**src/rtl/npu_pkg.sv**
```systemverilog
// Shared constants and types for the result RAM read path.
package npu_pkg;

  localparam int RAM_DEPTH  = 64;
  localparam int RAM_ADDR_W = 6;
  localparam int RAM_DATA_W = 32;
  // Word counter is one bit wider than the address so it can hold a full RAM (64).
  localparam int RAM_CNT_W  = RAM_ADDR_W + 1;

  typedef enum logic [1:0] {
    IDLE  = 2'd0,
    FETCH = 2'd1,
    SEND  = 2'd2,
    DONE  = 2'd3
  } rd_state_t;

endpackage

```
**src/rtl/word_serializer.sv**
```systemverilog
// Holds one RAM word and hands it out a byte at a time, LSB first, under a
// valid/ready handshake. A load restarts at byte 0.
module word_serializer
  import npu_pkg::*;
#(
  parameter int DATA_W = RAM_DATA_W
) (
  input  logic              clk,
  input  logic              rst_n,
  input  logic              load,
  input  logic [DATA_W-1:0] load_word,
  input  logic              valid,
  input  logic              ready,
  output logic [7:0]        data,
  output logic              last_byte
);

  localparam int NBYTES = DATA_W / 8;
  localparam int IDX_W  = (NBYTES > 1) ? $clog2(NBYTES) : 1;
  localparam logic [IDX_W-1:0] LAST_IDX = IDX_W'(NBYTES - 1);

  logic [DATA_W-1:0] word_reg;
  logic [IDX_W-1:0]  byte_idx_reg;
  logic [7:0]        lane [NBYTES];

  // Split the held word into byte lanes; lane 0 is the least significant byte.
  for (genvar gi = 0; gi < NBYTES; gi++) begin : g_lane
    assign lane[gi] = word_reg[8*gi +: 8];
  end

  assign last_byte = (byte_idx_reg == LAST_IDX);
  // Drive zero whenever nothing is offered so the bus is quiet in idle and reset.
  assign data      = valid ? lane[byte_idx_reg] : 8'h00;

  // Capture a new word on load; step to the next byte on each accepted non-final byte.
  always_ff @(posedge clk or negedge rst_n) begin
    if (!rst_n) begin
      word_reg     <= '0;
      byte_idx_reg <= '0;
    end else if (load) begin
      word_reg     <= load_word;
      byte_idx_reg <= '0;
    end else if (valid && ready && !last_byte) begin
      byte_idx_reg <= byte_idx_reg + IDX_W'(1);
    end
  end

endmodule

```
**src/rtl/result_ram_reader.sv**
```systemverilog
// Drains a run of result RAM words onto a byte stream. Each word costs one
// fetch cycle plus one cycle per byte when the consumer is always ready.
module result_ram_reader
  import npu_pkg::*;
#(
  parameter int DEPTH  = RAM_DEPTH,
  parameter int DATA_W = RAM_DATA_W
) (
  input  logic                  clk,
  input  logic                  rst_n,
  input  logic                  start,
  input  logic [RAM_ADDR_W-1:0] base_addr,
  input  logic [RAM_CNT_W-1:0]  count,
  output logic [RAM_ADDR_W-1:0] ram_addr,
  input  logic [DATA_W-1:0]     ram_dout,
  output logic [7:0]            m_data,
  output logic                  m_valid,
  input  logic                  m_ready,
  output logic                  busy,
  output logic                  done
);

  localparam logic [RAM_CNT_W-1:0]  DEPTH_CNT = RAM_CNT_W'(DEPTH);
  localparam logic [RAM_CNT_W-1:0]  ONE_CNT   = RAM_CNT_W'(1);
  localparam logic [RAM_ADDR_W-1:0] LAST_ADDR = RAM_ADDR_W'(DEPTH - 1);

  rd_state_t             state_reg, state_next;
  logic [RAM_ADDR_W-1:0] cur_addr_reg, cur_addr_next;
  logic [RAM_CNT_W-1:0]  words_left_reg, words_left_next;
  logic [RAM_CNT_W-1:0]  count_clamped;
  logic                  load;
  logic                  last_byte;

  // Requests larger than the RAM are trimmed to one full pass.
  assign count_clamped = (count > DEPTH_CNT) ? DEPTH_CNT : count;
  assign ram_addr      = cur_addr_reg;

  word_serializer #(
    .DATA_W (DATA_W)
  ) u_serializer (
    .clk       (clk),
    .rst_n     (rst_n),
    .load      (load),
    .load_word (ram_dout),
    .valid     (m_valid),
    .ready     (m_ready),
    .data      (m_data),
    .last_byte (last_byte)
  );

  // State, address and word counters; reset abandons any drain in flight.
  always_ff @(posedge clk or negedge rst_n) begin
    if (!rst_n) begin
      state_reg      <= IDLE;
      cur_addr_reg   <= '0;
      words_left_reg <= '0;
    end else begin
      state_reg      <= state_next;
      cur_addr_reg   <= cur_addr_next;
      words_left_reg <= words_left_next;
    end
  end

  // Next state and outputs; start is only looked at in IDLE, so it is ignored while busy.
  always_comb begin
    state_next      = state_reg;
    cur_addr_next   = cur_addr_reg;
    words_left_next = words_left_reg;
    load            = 1'b0;
    m_valid         = 1'b0;
    busy            = 1'b1;
    done            = 1'b0;
    case (state_reg)
      IDLE: begin
        busy = 1'b0;
        if (start) begin
          cur_addr_next   = base_addr;
          words_left_next = count_clamped;
          state_next      = (count_clamped == '0) ? DONE : FETCH;
        end
      end
      FETCH: begin
        load       = 1'b1;
        state_next = SEND;
      end
      SEND: begin
        m_valid = 1'b1;
        if (m_ready && last_byte) begin
          words_left_next = words_left_reg - ONE_CNT;
          cur_addr_next   = (cur_addr_reg == LAST_ADDR) ? '0 : cur_addr_reg + RAM_ADDR_W'(1);
          state_next      = (words_left_reg == ONE_CNT) ? DONE : FETCH;
        end
      end
      DONE: begin
        done       = 1'b1;
        state_next = IDLE;
      end
      default: state_next = IDLE;
    endcase
  end

endmodule
```
**config.mk**
```make
export PLATFORM = sky130hd
export DESIGN_NAME = result_ram_reader
export DESIGN_NICKNAME = d
export VERILOG_FILES = /design/src/rtl/npu_pkg.sv /design/src/rtl/word_serializer.sv /design/src/rtl/result_ram_reader.sv
export SDC_FILE = /design/constraint.sdc
export NUM_CORES = 1
export LEC_CHECK = 0
export BUFFER_PORTS_ARGS = -buffer_cell sky130_fd_sc_hd__buf_2
export CAP_MARGIN = 20
export CORE_ASPECT_RATIO = 0.6
export CORE_MARGIN = 5
export CORE_UTILIZATION = 31
export CTS_CLUSTER_DIAMETER = 60
export DETAILED_ROUTE_END_ITERATION = 7
export GPL_ROUTABILITY_DRIVEN = 0
export SYNTH_ARGS = -nofsm -noshare
export SYNTH_HDL_FRONTEND = slang
export SYNTH_SLANG_ARGS = --single-unit
export TNS_END_PERCENT = 1
```
**constraint.sdc**
```tcl
create_clock -name clk -period 1.3 [get_ports clk]
set_input_delay 0.13 -clock clk [delete_from_list [all_inputs] [get_ports clk]]
set_output_delay 0.13 -clock clk [all_outputs]
set_load 0.02 [all_outputs]
```
==> results of run 1 <==
[repair_timing]
action | CTS | global route
hold buffers | 1 | 0
setup buffers | 2 | 0
resized for setup | 35 | 35
hold endpoints to repair | 16 | 0
gates cloned | 0 | 0
setup endpoints to repair | 58 | 60
pin swaps | 9 | 4
[power by group through the flow]
stage               combinational, W  clock [W]  sequential, W
detailed placement           0.00476          0        0.00278
global placement             0.00467          0        0.00277
finish                       0.00563    0.00130        0.00281
global route                 0.00609    0.00141        0.00292
floorplan                    0.00304          0        0.00280
CTS                          0.00524    0.00136        0.00277
[path summary, 6_finish.rpt]
path | start | to | slack [ns] | cells past startpoint
setup / recovery | u_serializer.byte_idx_reg[0] | m_data[2] | -0.45 | 4
hold / removal | ram_dout[6] | u_serializer.word_reg[6] | 0.06 | 2
setup reg to reg | u_serializer.byte_idx_reg[0] | words_left_reg[2] | -0.25 | 7
hold reg to reg | u_serializer.word_reg[6] | u_serializer.word_reg[6] | 0.50 | 1
max in group asynchronous | rst_n | state_reg[0] | 0.47 | 3
min in group asynchronous | rst_n | ram_addr[0] | 0.36 | 2
[worst max-delay path: stages, from the launching register on]
cell and delay (ns):
dfrtp_2 0.41, buf_6 0.14, mux4_2 0.50, and2_4 0.15, buf_6 0.12
[final cells by class]
cell class	count	area [sq um]	share of cell area (%)
multi-input cells	152	1390	37.5
flip-flops and latches	49	1230	33.2
repair buffers	103	763	20.6
clock buffers	7	143	3.85
well taps	108	135	3.65
inverters	8	42.5	1.15
[kinds of logic after synthesis]
kind of cell	after synthesis	synth area share, %
and+or+nand+nor	61	12.7
DFF	49	47.8
AOI/OAI and AO/OA	47	11.9
muxes	40	21.1
buffers and inverters	21	4.58
adders and majority gates	4	1.95
[layer usage]
| metal | global-route usage (%) | vias to the layer above | share of wire (%) |
|---|---|---|---|
| met5 | 0 | - | 0 |
| met4 | 5.78 | 0 | 1.9 |
| li1 | - | 1007 | - |
| met3 | 4.19 | 12 | 6.6 |
| met1 | 20.6 | 1041 | 50 |
| met2 | 20.3 | 61 | 42 |
[per-stage QoR]
stage | setup TNS (ns) | utilization [%]
after detailed placement | -6.23 | 41.2
after CTS | -10.14 | 44.7
after global routing | -11.63 | 46.4
after global placement | -5.82 | 41.2
after floorplan | -1.54 | -
final | -8.19 | 46.4
[cell usage in the layout, fill, tap and decap left out, types with 10 or more instances in the layout]
cell and count:
buf_2 55, dfrtp_1 46, buf_4 24, mux2_2 18, buf_6 18, a21oi_1 15, mux2_4 12, nor2_1 11
nand2_1 10
==> results_dict.tcl, run 1 <==
set metrics [dict create \
    status "complete, but fails checks" \
    violations "negative setup slack" \
    rsz0062_at_grt "yes" \
    setup_violations 58 \
    drt-initial-drc-count 163 \
    area_delta_synth_final_pct 44.2 \
    finalMaxSlewViolations 0 \
    switchingPower_w 0.00356 \
    numPortBuffers 65 \
    num_vias 2121 \
    synth_cells 222 \
    ys.flop_type "dfrtp_1" \
    clockPowerShare_pct 13.4 \
    overflow 0 \
    start_kind "flip-flop" \
    slew_headroom_pct 67.4 \
    worstSetupPathType "flip-flop to primary output" \
    synth_largest_area_cell "dfrtp_1" \
    ys_warn_count 0 \
    clk_latency_ns 0.29 \
    synth_edf_count 0 \
    synth.top_cell.area_share_pct 47.8 \
    finalPower_w 0.00974 \
    wl_per_cell_microns 16.4 \
    yosysMostFrequentCell "dfrtp_1" \
    fin_cells 427 \
    ys_top_cells_by_count "dfrtp_1 (49), mux2_2 (30), a21oi_1 (17)" \
    dp_hpwl_microns 5200 \
    cts-htree-levels 2 \
    fp.dieH_microns 80.5 \
    hp-class "input pin to flip-flop" \
    synth.area.top_cells "dfrtp_1 (48%), mux2_2 (13%), mux4_2 (7.0%), a21oi_1 (3.3%), and2_1 (2.4%)" \
    fill_cells 755 \
    numCtsBuffers 5 \
    ios 66 \
    antenna_found_initial 0 \
    synthArstFlopShare_pct 100 \
    max_clock_freq_ghz 0.572 \
    endpoint_kind "primary output" \
    cts.sinks 49 \
    final_nets 372 \
    p_leak_nw 1.65 \
    grt_pass1_wl_microns 11500 \
    clkSlewWorstSetupHoldPaths_ns 0.06 \
    synth_area_sq_um 2570 \
    n_antenna_cell 0 \
    avgSynthCellArea_sq_um 11.6 \
    drive_gt1_share_pct 56.7 \
    cts_root_buf "clkbuf_16" \
    seq_area_frac_synth_pct 47.8 \
    place_inst 417 \
    die-width_microns 127 \
    rows 25 \
    maxCapViolCount 0 \
    grt_util_all_layers_pct 14.4 \
    core_area_sq_um 7980 \
    first_global_vias 2252 \
    hold_viol 0 \
    postPlaceCellArea_sq_um 3280 \
    power_density_nw_per_um2 2630 \
    finClkSkew_ns 0.00404 \
    cp_max_fo 4 \
    start_util_pct 32.2 \
    cts_buffer_depth 2 \
    post-route-drc-count 0 \
    fin_crit_ns 1.75 \
    post-route-period-util_pct 134 \
    worst_ir_drop_vdd_uv 974 \
    setup_ws_ns -0.448 \
    drtPass1Iterations 4 \
    max_slew.worst_pin.slew_ns 0.489 \
    final_cell_area_sq_um 3700 \
    ys_ff_latch 49 \
    seq_power_share_pct 28.8 \
    worst_hold_slack_ns 0.0596 \
    final_antenna_net_count 0 \
    syn_nets 275 \
    cts_tree "done" \
    synth_cell_types 48 \
    grt_max_degree 21 \
    vias_per_cell 4.97 \
    post-place-ws_ns -0.228 \
    wl_microns 7000 \
    swShare_pct 36.5 \
    cp.required_ns 1.17 \
    largest_reg_flops 32 \
    combPwrFrac_pct 57.8 \
    fp.dieArea_sq_um 10300 \
    cp_data_arrival_time_ns 1.62 \
    intPower_w 0.00619 \
]
Note: power is estimated with default switching activity, not from simulation.
==> run 2, diff against run 1 <==
- PLACE_DENSITY_LB_ADDON: unset -> 0.25
==> results_dict.tcl, run 2 (synthesis gave the netlist of run 1 again) <==
set metrics [dict create \
    postPlaceCellArea_sq_um 3270 \
    drt-initial-drc-count 89 \
    r2r_slack_ns -0.28 \
    setup_violations 58 \
    r2r_start "u_serializer.byte_idx_reg[0]" \
    cts-htree-levels 2 \
    switchingPower_w 0.00348 \
    maxCapViolCount 0 \
    final_cell_area_sq_um 3600 \
    post-route-drc-count 0 \
    grt_util_all_layers_pct 14.3 \
    power_density_nw_per_um2 2650 \
    hold_depth 2 \
    grt_pass1_wl_microns 11400 \
    fin_cells 428 \
    worst_path_max_delay_cell "mux4_2" \
    drive_gt1_share_pct 54.7 \
    largest_reg_flops 32 \
    numPortBuffers 65 \
    min_from "ram_dout[6]" \
    cp_max_fo 5 \
    fin_util_pct 45.2 \
    n_antenna_cell 0 \
    final_antenna_net_count 0 \
    cts_buffer_depth 2 \
    num_vias 2087 \
    ios 66 \
    worstSetupPathType "flip-flop to primary output" \
    clk_latency_ns 0.29 \
    start_kind "flip-flop" \
    cts.sinks 49 \
    numCtsBuffers 5 \
    hold_viol 0 \
    violations "negative setup slack" \
    grt_max_degree 50 \
    reg2regPathDepth 7 \
    path_cells "buf_6 -> mux4_2 -> and2_4 -> buf_6" \
    start_util_pct 32.2 \
    endpoint_kind "primary output" \
    wl_per_cell_microns 15.9 \
    max_slew.worst_pin.slew_ns 0.335 \
    final_cell_mix "buf_2 (56), dfrtp_1 (48), buf_4 (32), mux2_2 (29), a21oi_1 (17)" \
    clkSlewWorstSetupHoldPaths_ns 0.07 \
    intPower_w 0.00608 \
    cp_data_arrival_time_ns 1.64 \
    post-route-period-util_pct 136 \
    rsz0062_at_grt "yes" \
    status "complete, but fails checks" \
    final_nets 372 \
    antenna_found_initial 0 \
    cp.required_ns 1.17 \
    die-width_microns 127 \
    area_delta_synth_final_pct 40.5 \
    hp-class "input pin to flip-flop" \
    worst_hold_slack_ns 0.0574 \
    finalMaxSlewViolations 0 \
    r2r_end "words_left_reg[1]" \
    fin_crit_ns 1.77 \
    dp_hpwl_microns 5100 \
    seq_power_share_pct 29.4 \
    slew_headroom_pct 77.5 \
    finalPower_w 0.00956 \
    fp.dieH_microns 80.5 \
    critPathMaxStageDelay_ns 0.51 \
    core_area_sq_um 7980 \
    wl_microns 6790 \
    fp.dieArea_sq_um 10300 \
    combPwrFrac_pct 54.6 \
    worst_ir_drop_vdd_uv 1040 \
    setup_ws_ns -0.472 \
    p_leak_nw 1.62 \
    max_clock_freq_ghz 0.564 \
    first_global_vias 2217 \
    place_inst 418 \
    finClkSkew_ns 0.00480 \
    swShare_pct 36.4 \
    vias_per_cell 4.88 \
    rows 25 \
    cts_root_buf "clkbuf_16" \
    final_common_cell "buf_2" \
    cts_tree "done" \
    crit_top_cell "buf_6" \
    overflow 0 \
    min_to "u_serializer.word_reg[6]" \
    drtPass1Iterations 4 \
    clockPowerShare_pct 16.0 \
    fill_cells 750 \
]
==> run 2: what timing repair did <==
action,CTS,global route
endpoints found under the hold margin,49,0
pin swaps,5,3
hold buffers,1,0
endpoints found under the setup margin,57,60
gates resized for setup,26,15
buffers inserted,1,0
==> run 2: power by group through the flow <==
stage | sequential [W] | combinational, W | clock [W]
2_1_floorplan | 0.00280 | 0.00304 | 0
5_1_grt | 0.00293 | 0.00570 | 0.00164
3_3_place_gp | 0.00279 | 0.00466 | 0
6_report | 0.00281 | 0.00522 | 0.00153
3_5_place_dp | 0.00283 | 0.00472 | 0
4_1_cts | 0.00281 | 0.00505 | 0.00158
==> run 2: stage by stage <==
stage	setup slack, ns	setup TNS (ns)
after floorplan	-0.0673	-1.54
after global placement	-0.219	-6.82
after detailed placement	-0.244	-7.06
after CTS	-0.492	-8.83
after global routing	-0.542	-11.70
final	-0.472	-8.41
==> run 2: worst max-delay path, delay by kind of cell, from the launching register on <==
kind | cells | cell delay [ns]
mux | 1 | 0.51
flops | 1 | 0.41
simple gates | 1 | 0.16
buf+inv | 2 | 0.28
==> run 2: area by class of cell <==
| cell class | instances | area (sq um) | share of cell area [%] |
|---|---|---|---|
| Tap cell | 108 | 135 | 3.75 |
| Clock buffer | 5 | 125 | 3.47 |
| Multi-Input combinational cell | 152 | 1320 | 36.5 |
| Clock inverter | 3 | 47.5 | 1.32 |
| Sequential cell | 49 | 1230 | 34.1 |
| Timing Repair Buffer | 103 | 714 | 19.8 |
| Inverter | 8 | 37.5 | 1.04 |
==> run 2: how the worst max path moves through the flow <==
stage                              to                          from  slack (ns)
floorplan           words_left_reg[6]                  state_reg[0]       -0.07
global placement            m_data[1]  u_serializer.byte_idx_reg[0]       -0.22
detailed placement          m_data[6]  u_serializer.byte_idx_reg[0]       -0.24
CTS                         m_data[2]  u_serializer.byte_idx_reg[0]       -0.49
global route                m_data[6]  u_serializer.byte_idx_reg[0]       -0.54
finish                      m_data[6]  u_serializer.byte_idx_reg[0]       -0.47
==> run 2: metal layers <==
layer  up-vias  GRT usage [%]  share of wire, %  wire (microns)
met5         -              0                 0               0
met4         0           4.28               1.3              90
met3        10           3.65               4.9             335
met2        58           21.0                42            2850
met1      1002           20.5                52            3510
li1       1017              -                 -               -
